==> config.mk <==
export PLATFORM = sky130hd
export DESIGN_NAME = mix_columns
export DESIGN_NICKNAME = d
export VERILOG_FILES = /design/src/rtl/aes_pkg.sv /design/src/rtl/mix_single_column.sv /design/src/rtl/mix_columns.sv
export SDC_FILE = /design/constraint.sdc
export NUM_CORES = 1
export LEC_CHECK = 0
export ABC_AREA = 1
export CAP_MARGIN = 20
export CORE_MARGIN = 4
export CORE_UTILIZATION = 47
export CTS_CLUSTER_DIAMETER = 80
export DETAILED_ROUTE_END_ITERATION = 16
export GPL_ROUTABILITY_DRIVEN = 1
export PLACE_DENSITY = 0.78
export REMOVE_ABC_BUFFERS = 1
export SYNTH_ARGS = -nofsm -noshare
export SYNTH_HDL_FRONTEND = slang
export SYNTH_SLANG_ARGS = --single-unit
==> constraint.sdc <==
create_clock -name clk -period 2 [get_ports clk]
set_input_delay 0.3 -clock clk [delete_from_list [all_inputs] [get_ports clk]]
set_output_delay 0.3 -clock clk [all_outputs]
set_load 0.05 [all_outputs]
==> src/rtl/aes_pkg.sv <==
// aes_pkg: shared AES byte/column types and GF(2^8) helpers
//   byte_t       : one state byte
//   col_t        : one 32-bit state column, row 0 in the top byte
//   AES_POLY_RED : low byte of the reduction polynomial 0x11B
//   xtime        : multiply by 2 in GF(2^8)
//   gf_mul_const : multiply by a 4-bit constant (2, 3, 9, 0b, 0d, 0e) via xtime/XOR
package aes_pkg;
   typedef logic [7:0] byte_t;
   typedef logic [31:0] col_t;
   localparam byte_t AES_POLY_RED = 8'h1B;
   function automatic byte_t xtime(input byte_t b);
      return {b[6:0], 1'b0} ^ (b[7] ? AES_POLY_RED : 8'h00);
   endfunction
   // Sums b*2^i for each set bit of k; all MixColumns coefficients fit in 4 bits.
   function automatic byte_t gf_mul_const(input byte_t b, input logic [3:0] k);
      byte_t x2, x4, x8;
      x2 = xtime(b);
      x4 = xtime(x2);
      x8 = xtime(x4);
      return (k[0] ? b : 8'h00) ^ (k[1] ? x2 : 8'h00) ^ (k[2] ? x4 : 8'h00) ^ (k[3] ? x8 : 8'h00);
   endfunction
endpackage

==> src/rtl/mix_single_column.sv <==
// mix_single_column: combinational (Inv)MixColumns on one 32-bit column
//   col_in  : input column a0..a3, a0 in bits [31:24]
//   inv     : 0 = MixColumns, 1 = InvMixColumns
//   col_out : transformed column r0..r3, same layout
module mix_single_column
   import aes_pkg::*;
(
   input  col_t col_in,
   input  logic inv,
   output col_t col_out
);
   byte_t a [4];
   logic [3:0] k [4];
   // Both matrices are circulant: row i uses coefficients k rotated by i.
   assign k[0] = inv ? 4'hE : 4'h2;
   assign k[1] = inv ? 4'hB : 4'h3;
   assign k[2] = inv ? 4'hD : 4'h1;
   assign k[3] = inv ? 4'h9 : 4'h1;
   for (genvar i = 0; i < 4; i++) begin : g_row
      assign a[i] = col_in[31-8*i -: 8];
      assign col_out[31-8*i -: 8] = gf_mul_const(a[i], k[0]) ^ gf_mul_const(a[(i+1)%4], k[1])
                                  ^ gf_mul_const(a[(i+2)%4], k[2]) ^ gf_mul_const(a[(i+3)%4], k[3]);
   end
endmodule

==> src/rtl/mix_columns.sv <==
// mix_columns: registered AES (Inv)MixColumns on a 128-bit state, one-cycle latency
//   clk       : rising-edge clock
//   rst       : synchronous active-high reset
//   in_valid  : qualifies in_state and inv
//   inv       : 0 = MixColumns, 1 = InvMixColumns
//   in_state  : column c in bits [127-32c : 96-32c], row 0 most significant
//   out_valid : one-cycle strobe per accepted input
//   out_state : transformed state, held while in_valid is low
module mix_columns
   import aes_pkg::*;
(
   input  logic         clk,
   input  logic         rst,
   input  logic         in_valid,
   input  logic         inv,
   input  logic [127:0] in_state,
   output logic         out_valid,
   output logic [127:0] out_state
);
   logic [127:0] mixed;
   for (genvar c = 0; c < 4; c++) begin : g_col
      mix_single_column u_col (
         .col_in (in_state[127-32*c -: 32]),
         .inv    (inv),
         .col_out(mixed[127-32*c -: 32])
      );
   end
   always_ff @(posedge clk) begin
      if (rst) begin
         out_valid <= 1'b0;
         out_state <= '0;
      end else begin
         out_valid <= in_valid;
         if (in_valid) out_state <= mixed;
      end
   end
endmodule

==> results of run 1 <==
==> routing by layer <==
metal  routed length, um  up-vias
met4                2300        0
met2               33000      843
met5                   0        -
li1                    -    12100
met1               30600    10600
met3                4870      156
==> registers in the layout, indices dropped and copies added (netlist names) <==
name and cells:
out_valid 1, out_state 128
==> synth_stat cells, drive strengths merged <==
library cell	number
nand2	1252
a21oi	69
inv	418
nand3	290
o211ai	12
dfxtp	129
o221ai	1
xor2	591
nand3b	14
nor2	216
xnor2	170
and2	2
clkinv	3
or2	39
buf	52
o22ai	3
nand4	13
clkbuf	65
o21ai	105
nand2b	8
a21o	8
==> logic make-up after synthesis <==
group | count (synthesis)
AO/OA/AOI/OAI | 198
XOR/XNOR | 761
buffers and inverters | 538
flip-flops | 129
AND/OR/NAND/NOR | 1834
==> timing repair <==
| action | 4_1_cts | 5_1_grt |
|---|---|---|
| resized for setup | 38 | 86 |
| setup endpoints to repair | 38 | 93 |
| pin swaps | 0 | 6 |
==> area by class of cell <==
type | instances | share of cell area, %
antenna | 1 | 0.00864
clock buffer | 17 | 1.47
clock inverter | 14 | 0.778
inverter | 421 | 5.46
multi-input combinational | 2793 | 54.5
sequential | 129 | 8.92
tap | 577 | 2.49
timing repair buffer | 901 | 26.4
==> report_power, final <==
group / total (mW) / switching (mW) / internal (mW)
combinational: 11.2 / 6.64 / 4.59
clock: 3.69 / 1.47 / 2.22
sequential: 3.16 / 0.220 / 2.95
==> worst max path at each step <==
stage | end | slack, ns | cells past startpoint | startpoint
2_1_floorplan | out_state[28] | 0.16 | 12 | inv
3_3_place_gp | out_state[61] | -0.46 | 11 | in_state[47]
3_5_place_dp | out_state[61] | -0.47 | 11 | in_state[47]
4_1_cts | out_state[52] | 0.0006 | 1 | out_state[52]
5_1_grt | out_state[41] | -0.07 | 11 | in_state[45]
6_report | out_state[86] | 0.03 | 1 | out_state[86]
==> results.sh, run 1 <==
export IMPL_wirelength_um=70800
export IMPL_synth_compound_gate_area_share_pct=5.43
export IMPL_grt_max_degree=88
export IMPL_use_met3_pct=4.49
export IMPL_drive_gt1_share_pct=19.2
export IMPL_final_core_util_pct=68.4
export IMPL_synth_area_top_cells="xor2_1, nand2_1, dfxtp_1, inv_1, xnor2_1"
export IMPL_yosys_area_top_type="xor2_1"
export IMPL_start_util_pct=48.0
export IMPL_routedWlPerCell_um=14.6
export IMPL_path_buf_inv=1
export IMPL_pre_cts_ws_ns=-0.472
export IMPL_placed_cells=4821
export IMPL_use_met1_pct=38.1
export IMPL_power_leakage_nw=16.5
export IMPL_syn_area_um2=20300
export IMPL_final_period_utilization_pct=98.4
export IMPL_synth_top_family_by_area="simple AND/OR/NAND/NOR gates"
export IMPL_cts_inserted_buffers=17
export IMPL_synthSimpleGateAreaFrac_pct=38.1
export IMPL_cp_arrival_ns=1.67
export IMPL_ctsLongestPathBuffers=2
export IMPL_grt_most_used_layer="met2"
export IMPL_use_met2_pct=49.6
export IMPL_die_x_um=216
export IMPL_avgSynthCellArea_um2=5.87
export IMPL_max_stage_delay_ns=0.81
export IMPL_firstDrtPassIters=5
export IMPL_drc=0
export IMPL_rows=75
export IMPL_placed_area_um2=28000
export IMPL_grt_pass1_vias=22200
export IMPL_critPathKind="reg -> out"
export IMPL_min_to="out_state[9]"
export IMPL_drt_iter0_drc=1733
export IMPL_layout_common_cells="nand2_1, buf_4, xor2_1, inv_1, nand3_1"
export IMPL_hold_viol=0
export IMPL_antenna_found_initial=0
export IMPL_grt_overflow=0
export IMPL_layout_commonest_cell="nand2_1"
export IMPL_postCtsHoldBufs=0
export IMPL_nFillCells=3652
export IMPL_holdPathStages=2
export IMPL_r2r_end="out_state[73]"
export IMPL_r2r_slack_ns=1.26
export IMPL_synth_seq_cells=129
export IMPL_worst_setup_path_end_kind="output pin"
export IMPL_synthCells=3460
export IMPL_track_usage_pct=29.3
export IMPL_cp_start_kind="register"
export IMPL_critPathMaxFanout=2
export IMPL_clock_skew_ns=0
export IMPL_cts_setup_buffers=0
export IMPL_yosysSeqAreaShare_pct=12.7
export IMPL_final_design_area_no_fill_um2=29000
export IMPL_cp_required_ns=1.70
export IMPL_worstReg2RegStart="out_state[73]"
export IMPL_min_delay_start="in_valid"
export IMPL_cts_tree="yes"
export IMPL_drt_vias_per_instance=4.88
export IMPL_ios=261
export IMPL_io_buffers=260
export IMPL_muxShareOfSynthArea_pct=0
export IMPL_cap_violations=0
export IMPL_slowest_stage="clkdlybuf4s50_1"
export IMPL_clkTransAtPathRegs_ns=0.07
export IMPL_slew_viol_final=0
export IMPL_relSlewSlack_pct=60.5
export IMPL_grt_pass1_wl_um=111000
export IMPL_insertion_delay_ns=0.50
export IMPL_ys_warn_count=0
export IMPL_ys_types=40
export IMPL_setup_slack_ns=0.0315
export IMPL_num_vias=23700
export IMPL_synthToLayoutAreaGrowth_pct=42.7
export IMPL_tightestPinTransition_ns=0.595
export IMPL_root_buffer="clkbuf_16"
export IMPL_ant_nets=0
export IMPL_regArea_um2=2580
export IMPL_htreeDepth=4
export IMPL_fin_cells=4853
export IMPL_nets=4395
export IMPL_fmax_mhz=508
export IMPL_gp_congestion=0.993
export IMPL_rsz0062_at_grt="yes"
export IMPL_ir_drop_v=0.000576
export IMPL_finalSetupTns_ns=0
export IMPL_hold_ws_ns=0.220
export IMPL_core_um2=42300
export IMPL_finalCriticalPeriod_ns=1.97
export IMPL_hpwl_um=57400
export IMPL_status="complete, no violations"
export IMPL_finalSetupViolCount=0
export IMPL_finalPower_mw=18.1
export IMPL_synth_fa_ha_area_share_pct=0
export IMPL_hold_class="in -> reg"
export IMPL_worstPathCellList="clkdlybuf4s50_1"
export IMPL_dieArea_um2=46600
export IMPL_yosysTopAreaCellShare_pct=25.2
export IMPL_powerDensity_nw_per_um2=625
export IMPL_ff2ff_path_depth=4
export IMPL_multi_input_area_um2=15800
export IMPL_cts_sinks=129
export IMPL_critPathTopFamily="buffers and inverters"
export IMPL_synthXorXnorAreaFrac_pct=33.1
export IMPL_die_y_um=216
No activity file was read; power rests on OpenSTA's default activity.
==> run 2: changes to the inputs <==
- CORE_MARGIN: 4 -> default
- SKIP_CTS_REPAIR_TIMING: default -> 1
- clock period: 2 -> 2.16 ns (I/O delays scaled with it)
==> results.sh, run 2 (same netlist as run 1, synthesis figures left out) <==
export IMPL_start_util_pct=48.1
export IMPL_layout_commonest_cell="nand2_1"
export IMPL_finalSetupTns_ns=0
export IMPL_drt_iter0_drc=1683
export IMPL_die_y_um=210
export IMPL_cts_sinks=129
export IMPL_cp_arrival_ns=1.75
export IMPL_hpwl_um=57600
export IMPL_tightestPinTransition_ns=0.618
export IMPL_diodes=0
export IMPL_wirelength_um=70100
export IMPL_r2r_slack_ns=1.41
export IMPL_drt_vias_per_instance=4.92
export IMPL_ios=261
export IMPL_ff2ff_path_depth=4
export IMPL_top_register="out_state"
export IMPL_cts_inserted_buffers=17
export IMPL_powerDensity_nw_per_um2=584
export IMPL_cp_start_kind="register"
export IMPL_dieArea_um2=44000
export IMPL_use_met2_pct=55.2
export IMPL_root_buffer="clkbuf_16"
export IMPL_hold_class="in -> reg"
export IMPL_clkTransAtPathRegs_ns=0.06
export IMPL_status="complete, no violations"
export IMPL_power_leakage_nw=15.9
export IMPL_max_stage_delay_ns=0.84
export IMPL_grt_overflow=0
export IMPL_pre_cts_ws_ns=-0.333
export IMPL_die_x_um=210
export IMPL_path_buf_inv=1
export IMPL_largest_reg_flops=128
export IMPL_gp_congestion=1.02
export IMPL_reg_top3="out_state (128), out_valid (1)"
export IMPL_grt_pass1_wl_um=112000
export IMPL_rsz0062_at_grt="no"
export IMPL_final_period_utilization_pct=96.1
export IMPL_holdPathStages=2
export IMPL_ctsLongestPathBuffers=2
export IMPL_htreeDepth=4
export IMPL_io_buffers=260
export IMPL_slew_viol_final=0
export IMPL_worstPathCellList="clkdlybuf4s50_1"
export IMPL_firstDrtPassIters=5
export IMPL_hold_viol=0
export IMPL_r2r_end="out_state[6]"
export IMPL_insertion_delay_ns=0.48
export IMPL_relSlewSlack_pct=58.7
export IMPL_ant_nets=0
export IMPL_critPathKind="reg -> out"
export IMPL_rows=75
export IMPL_antenna_found_initial=0
export IMPL_worstReg2RegStart="out_state[6]"
export IMPL_grt_pass1_vias=22600
export IMPL_routedWlPerCell_um=14.6
export IMPL_clock_skew_ns=0
export IMPL_setup_slack_ns=0.0846
export IMPL_nets=4394
export IMPL_use_met3_pct=4.95
export IMPL_layout_common_cells="nand2_1, buf_4, xor2_1, inv_1, nand3_1"
export IMPL_critPathMaxFanout=2
export IMPL_core_um2=42200
export IMPL_ir_drop_v=0.000506
export IMPL_use_met1_pct=39.5
export IMPL_fmax_mhz=482
export IMPL_finalCriticalPeriod_ns=2.08
export IMPL_critPathTopFamily="buffers and inverters"
export IMPL_drive_gt1_share_pct=18.3
export IMPL_min_to="out_state[19]"
export IMPL_num_vias=23700
export IMPL_min_delay_start="in_valid"
export IMPL_cts_tree="yes"
export IMPL_cap_violations=0
export IMPL_finalSetupViolCount=0
export IMPL_worst_setup_path_end_kind="output pin"
export IMPL_track_usage_pct=32.0
export IMPL_grt_max_degree=75
export IMPL_cp_required_ns=1.84
export IMPL_nFillCells=3687
export IMPL_slowest_stage="clkdlybuf4s50_1"
export IMPL_drc=0
export IMPL_synthToLayoutAreaGrowth_pct=41.2
export IMPL_grt_most_used_layer="met2"
## run 2: final cells by class
| type | instances | area, um^2 | share of cell area [%] |
|---|---|---|---|
| Multi-Input combinational cell | 2793 | 15600 | 54.4 |
| Clock inverter | 14 | 204 | 0.712 |
| Inverter | 421 | 1580 | 5.52 |
| Sequential cell | 129 | 2580 | 9.01 |
| Tap cell | 539 | 674 | 2.35 |
| Timing Repair Buffer | 900 | 7590 | 26.5 |
| Clock buffer | 17 | 425 | 1.48 |
## run 2: worst reg2reg max path: stages (launching register included)
cell     delay, ns
dfxtp_1       0.36
nor2_1        0.11
nor2_1        0.04
o21ai_0       0.08
inv_1         0.06
## run 2: where the power goes
| group | switching [mW] | internal [mW] | leakage (nW) |
|---|---|---|---|
| clock | 1.38 | 1.94 | 0.297 |
| combinational | 6.16 | 4.31 | 14.5 |
| sequential | 0.204 | 2.73 | 1.07 |
| total | 7.75 | 8.98 | 15.9 |
## run 2: how the worst max path moves through the flow
stage,from,endpoint,slack (ns),depth (start not counted)
floorplan,inv,out_state[28],0.29,12
CTS,out_state[45],out_state[45],0.07,1
global route,in_state[23],out_state[10],0.001,14
finish,out_state[6],out_state[6],0.08,1
detailed placement,in_state[47],out_state[45],-0.33,15
global placement,in_state[47],out_state[61],-0.30,11
## run 2: layer usage
layer | up-vias | wire length, um | part of all wire [%]
met4 | 0 | 2410 | 3.4
met3 | 151 | 4450 | 6.3
li1 | 12100 | - | -
met2 | 795 | 32700 | 47
met1 | 10600 | 30600 | 44
met5 | - | 0 | 0
## run 2: metrics by stage
step | std cells | utilization, % | cell area [um^2] | hold WS [ns] | power (mW)
finish | 4813 | 67.9 | 28700 | 0.241 | 16.7
global route | 4813 | 67.9 | 28700 | 0.231 | 17.9
CTS | 4813 | 67.8 | 28600 | 0.211 | 16.7
detailed placement | 4782 | 66.3 | 28000 | 0.463 | 13.3
global placement | 4782 | 66.3 | 28000 | 0.464 | 13.1
floorplan | 3343 | - | 19700 | 0.396 | 9.49
